[config.mk]
export PLATFORM = sky130hd
export DESIGN_NAME = rd_writeback_sequencer
export DESIGN_NICKNAME = d
export VERILOG_FILES = /design/src/rtl/rd_writeback_pkg.sv /design/src/rtl/rd_source_decoder.sv /design/src/rtl/rd_writeback_sequencer.sv
export SDC_FILE = /design/constraint.sdc
export NUM_CORES = 1
export LEC_CHECK = 0
export BUFFER_PORTS_ARGS = -buffer_cell sky130_fd_sc_hd__buf_4
export CORE_ASPECT_RATIO = 1.2
export CORE_MARGIN = 8
export CORE_UTILIZATION = 53
export CTS_BUF_LIST = sky130_fd_sc_hd__clkbuf_4 sky130_fd_sc_hd__clkbuf_8
export DETAILED_ROUTE_END_ITERATION = 7
export MAX_ROUTING_LAYER = met4
export PLACE_DENSITY_LB_ADDON = 0.2
export SYNTH_ARGS = -nofsm -noshare
export SYNTH_HDL_FRONTEND = slang
export SYNTH_SLANG_ARGS = --single-unit
export TNS_END_PERCENT = 20
[constraint.sdc]
create_clock -name clock -period 3.1 [get_ports clock]
set_input_delay 0.465 -clock clock [delete_from_list [all_inputs] [get_ports clock]]
set_output_delay 0.465 -clock clock [all_outputs]
set_load 0.005 [all_outputs]
[src/rtl/rd_writeback_pkg.sv]
// Shared opcode constants, FSM state and rd-source class encodings for the
// write-back sequencer.
package rd_writeback_pkg;

   localparam logic [6:0] OP_LUI     = 7'b0110111;
   localparam logic [6:0] OP_AUIPC   = 7'b0010111;
   localparam logic [6:0] OP_JAL     = 7'b1101111;
   localparam logic [6:0] OP_JALR    = 7'b1100111;
   localparam logic [6:0] OP_OP      = 7'b0110011;
   localparam logic [6:0] OP_OPIMM   = 7'b0010011;
   localparam logic [6:0] OP_LOAD    = 7'b0000011;
   localparam logic [6:0] OP_STORE   = 7'b0100011;
   localparam logic [6:0] OP_BRANCH  = 7'b1100011;
   localparam logic [6:0] OP_MISCMEM = 7'b0001111;
   localparam logic [6:0] OP_SYSTEM  = 7'b1110011;

   typedef enum logic [1:0] {
      IDLE,
      EXECUTE,
      MEM_WAIT,
      WRITEBACK
   } state_t;

   typedef enum logic [2:0] {
      SRC_NONE,
      SRC_MEM,
      SRC_ALU,
      SRC_IMM,
      SRC_BRANCH,
      SRC_ILLEGAL
   } rd_source_t;

endpackage

[src/rtl/rd_source_decoder.sv]
// Combinational RV32I opcode classifier: picks which unit feeds rd, if any.
module rd_source_decoder
   import rd_writeback_pkg::*;
(
   input  logic [6:0] opcode,
   output rd_source_t source
);

   always_comb begin
      source = SRC_ILLEGAL;
      case (opcode)
         OP_LUI, OP_AUIPC:                               source = SRC_IMM;
         OP_JAL, OP_JALR:                                source = SRC_BRANCH;
         OP_OP, OP_OPIMM:                                source = SRC_ALU;
         OP_LOAD:                                        source = SRC_MEM;
         OP_STORE, OP_BRANCH, OP_MISCMEM, OP_SYSTEM:     source = SRC_NONE;
         default:                                        source = SRC_ILLEGAL;
      endcase
   end

endmodule

[src/rtl/rd_writeback_sequencer.sv]
// Write-back source sequencer: one instruction at a time, one-hot rd source
// enables, loads held for mem_ready. Optional load timeout: JZJCOREF_RD_MEM_TIMEOUT_EN.
module rd_writeback_sequencer
   import rd_writeback_pkg::*;
#(
   parameter int MEM_TIMEOUT = 15
) (
   input  logic       clock,
   input  logic       reset,
   // Handshake: an instruction transfers on a rising edge where instr_valid && instr_ready;
   // instr_ready is high exactly in IDLE and instr_valid is ignored otherwise.
   input  logic       instr_valid,
   output logic       instr_ready,
   input  logic [6:0] opcode,
   input  logic [4:0] rd_index,
   input  logic       mem_ready,
   output logic       mem_request,
   output logic       memoryOutputEnable,
   output logic       aluOutputEnable,
   output logic       immediateFormerOutputEnable,
   output logic       branchALUOutputEnable,
   output logic       rd_write_enable,
   output logic [4:0] rd_write_index,
   output logic       instr_done,
   output logic       illegal_opcode,
   output logic       mem_timeout,
   output state_t     debugState
);

   if (MEM_TIMEOUT < 1 || MEM_TIMEOUT > 255) begin : gBadTimeout
      $error("MEM_TIMEOUT must be within 1..255");
   end

   state_t     state;
   rd_source_t acceptClass;
   rd_source_t srcClass;
   logic [4:0] rdLatched;
   logic       accept;

   assign accept     = instr_valid && instr_ready;
   assign debugState = state;

   rd_source_decoder uDecoder (
      .opcode (opcode),
      .source (acceptClass)
   );

`ifdef JZJCOREF_RD_MEM_TIMEOUT_EN
   localparam int CountWidth = $clog2(MEM_TIMEOUT + 1);
   localparam logic [CountWidth-1:0] LastWait = CountWidth'(MEM_TIMEOUT - 1);
   logic [CountWidth-1:0] waitCount;
`else
   assign mem_timeout = 1'b0;
`endif

   // Outputs are registered for the state being entered, so each pulse lasts one cycle.
   always_ff @(posedge clock) begin
      instr_ready                 <= 1'b0;
      mem_request                 <= 1'b0;
      memoryOutputEnable          <= 1'b0;
      aluOutputEnable             <= 1'b0;
      immediateFormerOutputEnable <= 1'b0;
      branchALUOutputEnable       <= 1'b0;
      rd_write_enable             <= 1'b0;
      rd_write_index              <= 5'd0;
      instr_done                  <= 1'b0;
      illegal_opcode              <= 1'b0;
`ifdef JZJCOREF_RD_MEM_TIMEOUT_EN
      mem_timeout                 <= 1'b0;
`endif
      if (reset) begin
         state       <= IDLE;
         srcClass    <= SRC_NONE;
         rdLatched   <= 5'd0;
         instr_ready <= 1'b1;
`ifdef JZJCOREF_RD_MEM_TIMEOUT_EN
         waitCount   <= '0;
`endif
      end else begin
         case (state)
            IDLE: begin
               if (accept) begin
                  state     <= EXECUTE;
                  srcClass  <= acceptClass;
                  rdLatched <= rd_index;
                  case (acceptClass)
                     SRC_MEM:     mem_request                 <= 1'b1;
                     SRC_ALU:     aluOutputEnable             <= 1'b1;
                     SRC_IMM:     immediateFormerOutputEnable <= 1'b1;
                     SRC_BRANCH:  branchALUOutputEnable       <= 1'b1;
                     SRC_ILLEGAL: illegal_opcode              <= 1'b1;
                     default:     ;
                  endcase
                  if (acceptClass != SRC_MEM) instr_done <= 1'b1;
                  if ((acceptClass == SRC_ALU || acceptClass == SRC_IMM ||
                       acceptClass == SRC_BRANCH) && rd_index != 5'd0) begin
                     rd_write_enable <= 1'b1;
                     rd_write_index  <= rd_index;
                  end
               end else begin
                  instr_ready <= 1'b1;
               end
            end
            EXECUTE: begin
               if (srcClass == SRC_MEM) begin
                  state <= MEM_WAIT;
`ifdef JZJCOREF_RD_MEM_TIMEOUT_EN
                  waitCount <= '0;
`endif
               end else begin
                  state       <= IDLE;
                  instr_ready <= 1'b1;
               end
            end
            MEM_WAIT: begin
               if (mem_ready) begin
                  state              <= WRITEBACK;
                  memoryOutputEnable <= 1'b1;
                  instr_done         <= 1'b1;
                  if (rdLatched != 5'd0) begin
                     rd_write_enable <= 1'b1;
                     rd_write_index  <= rdLatched;
                  end
               end
`ifdef JZJCOREF_RD_MEM_TIMEOUT_EN
               else if (waitCount == LastWait) begin
                  state       <= IDLE;
                  instr_ready <= 1'b1;
                  mem_timeout <= 1'b1;
                  instr_done  <= 1'b1;
               end else begin
                  waitCount <= waitCount + CountWidth'(1);
               end
`endif
            end
            WRITEBACK: begin
               state       <= IDLE;
               instr_ready <= 1'b1;
            end
            default: begin
               state       <= IDLE;
               instr_ready <= 1'b1;
            end
         endcase
      end
   end

endmodule

==> impl_metrics.env <==
export IMPL_status="finished, final reports clean"
export IMPL_final_util=0.728
export IMPL_antenna_found_initial=0
export IMPL_finalSetupViolCount=0
export IMPL_cts_sinks=24
export IMPL_comb_power_share=0.145
export IMPL_gp_congestion=0.828
export IMPL_ant_nets=0
export IMPL_drc=0
export IMPL_ys_seq_elements=24
export IMPL_yosys_warnings=0
export IMPL_ys_seq_area_frac=0.509
export IMPL_drt_iter0_markers=18
export IMPL_powerDensity_mw_per_mm2=445
export IMPL_overflow=0
export IMPL_worstSetupStartpointType="flip-flop"
export IMPL_fp_dieW_um=54.5
export IMPL_hold_viol=0
export IMPL_avgSynthCellArea_um2=9.00
export IMPL_fin_ws_ps=1390
export IMPL_numPortBuffers=31
export IMPL_wl_per_cell_um=13.7
export IMPL_rsz0062_at_grt="no"
export IMPL_grt_pass1_vias=796
export IMPL_synthTopCellsByCount="24 x dfxtp_1, 19 x nand2_1, 11 x a21oi_1, 7 x nor2_1, 7 x nor3_1"
export IMPL_async_reset_ff_frac=0
export IMPL_synthFlopType="dfxtp_1"
export IMPL_yosysTopAreaCell="dfxtp_1"
export IMPL_cp_required_ps=3360
export IMPL_grt_max_degree=15
export IMPL_crit_chain="nor4bb_1 -> buf_4 -> nand2b_1 -> a21oi_1 -> a22o_1"
export IMPL_cp_arrival_ps=1970
export IMPL_timing_fmax_ghz=0.584
export IMPL_cap_violations=0
export IMPL_netlist_area_leader_share=0.509
export IMPL_htree_levels=1
export IMPL_switchingPower_mw=0.133
export IMPL_final_max_slew_viol_count=0
export IMPL_ir_drop_mv=0.355
export IMPL_synth_area_top_cells="dfxtp_1 51%, nand2_1 7.5%, a21oi_1 5.8%, a22o_1 5.6%, nor3_1 3.7%"
export IMPL_drt_total_wl_um=2110
export IMPL_whs_ps=373
export IMPL_post_cts_buffers=0
export IMPL_cts_tree="built"
export IMPL_synth_nets=121
export IMPL_pin_count=33
export IMPL_skew_ps=2.58
export IMPL_switching_share=0.247
export IMPL_timing_setup_tns_ps=0
export IMPL_internal_power_mw=0.405
export IMPL_diodes=0
export IMPL_grt_pass1_wl_um=3380
export IMPL_cts_root_buf="clkbuf_4"
export IMPL_yosysMostFrequentCell="dfxtp_1"
export IMPL_critPathMaxStageDelay_ps=410
export IMPL_clockPowerShare=0.244
export IMPL_cts_inserted_buffers=3
export IMPL_leakage_nw=0.522
export IMPL_drive_gt1_frac=0.301
export IMPL_cts_resized=0
export IMPL_reg2reg_depth=5
export IMPL_fin_area_mm2=0.00121
export IMPL_min_period_ps=1710
export IMPL_hold_depth=2
export IMPL_post_place_ws_ps=1330
export IMPL_power_mw=0.538
export IMPL_layoutNonFillerInstCount=154
export IMPL_initial_core_util=0.569
export IMPL_fin_nets=154
export IMPL_dp_cells=151
export IMPL_cts_hold_buf=0
export IMPL_clk_pin_slew_ps=120
export IMPL_grt_usage=0.128
export IMPL_postPlaceCellArea_mm2=0.00119
export IMPL_hp_class="in2reg"
export IMPL_via_per_inst=5.61
export IMPL_core_area_mm2=0.00166
export IMPL_area_growth_pct=28.1
export IMPL_pwr_share_seq=0.611
export IMPL_path_class="reg2reg"
export IMPL_firstDrtPassIters=7
export IMPL_slowest_stage="a21oi_1"
export IMPL_synth_edff_count=0
export IMPL_cp_end_kind="flip-flop"
export IMPL_syn_area_um2=945
export IMPL_hpwl_um=1600
export IMPL_post_route_period_util=0.553
export IMPL_dieHeight_um=62.2
export IMPL_vias=864
export IMPL_insertion_delay_ps=310
export IMPL_die_area_mm2=0.00339
export IMPL_clockBufferDepth=2
export IMPL_synthCells=105
export IMPL_yosys_cell_types_count=32
export IMPL_rows=16
export IMPL_critPathMaxFanout=11
[power by group through the flow]
stage                     combinational [mW]  sequential, mW  clock [mW]
after floorplan                       0.0409           0.335           0
after global placement                0.0758           0.335           0
after detailed placement              0.0777           0.336           0
after CTS                             0.0783           0.329       0.131
after global routing                  0.0866           0.331       0.142
final                                 0.0781           0.329       0.131
[layout make-up]
| type | count | area (um2) |
|---|---|---|
| timing repair buffer | 32 | 240 |
| multi-input combinational | 75 | 437 |
| inverter | 2 | 7.51 |
| sequential | 24 | 480 |
| tap | 18 | 22.5 |
| fill | 149 | 452 |
| clock buffer | 3 | 22.5 |
[metal layers]
| metal | track usage | part of all wire | vias to the layer above |
|---|---|---|---|
| met4 | 0.0463 | 0.0066 | 0 |
| met3 | 0.0333 | 0.081 | 2 |
| li1 | - | - | 434 |
| met1 | 0.144 | 0.41 | 392 |
| met5 | - | 0 | - |
| met2 | 0.205 | 0.50 | 36 |
[cells in the final DEF, fill, tap and decap left out]
master     synthesis  routed
a211o_1            1       1
a211oi_1           1       1
a21o_1             2       2
a21oi_1           11      11
a22o_1             6       6
a22oi_1            2       2
and2b_2            1       1
and4bb_2           1       1
buf_4              1      32
clkbuf_4           0       3
conb_1             1       1
dfxtp_1           24      24
inv_1              2       2
nand2_1           19      19
nand2b_1           1       1
nand3_1            1       1
nand3b_1           1       1
nand4_1            1       1
nand4b_1           1       1
nor2_1             7       7
nor2b_1            1       1
nor3_1             7       7
nor3b_2            1       1
nor4b_1            1       1
nor4bb_1           1       1
o2111ai_1          1       1
o211ai_1           1       1
o21ai_2            1       1
or2_2              2       2
or2b_1             1       1
or3b_1             1       1
[critical path: cells and delay by family (launching register included)]
family	cells	cell delay, ps
AOI/OAI and AO/OA	2	610
buffers and inverters	1	220
DFF	1	380
and+or+nand+nor	2	450
[registers in the layout, indices dropped and copies added (netlist names), named ones only]
signal                       cells
memoryOutputEnable               1
rd_write_index                   5
illegal_opcode                   1
instr_done                       1
branchALUOutputEnable            1
debugState                       1
rdLatched                        5
instr_ready                      1
immediateFormerOutputEnable      1
rd_write_enable                  1
srcClass                         3
mem_request                      1
aluOutputEnable                  1
[path summary, 6_finish.rpt]
check | slack, ps | end | startpoint
max | 1390 | rd_write_index[4] | debugState[0]
min | 370 | rd_write_index[2] | rd_index[2]
max reg2reg | 1390 | rd_write_index[4] | debugState[0]
min reg2reg | 470 | srcClass[0] | srcClass[0]
[cells by family after synthesis]
group,Yosys count,synth area share
other,1,0.00397
and+or+nand+nor,48,0.269
buffers and inverters,6,0.0291
AOI/OAI and AO/OA,26,0.189
DFF,24,0.509
Power figures use the tool's default switching activity.
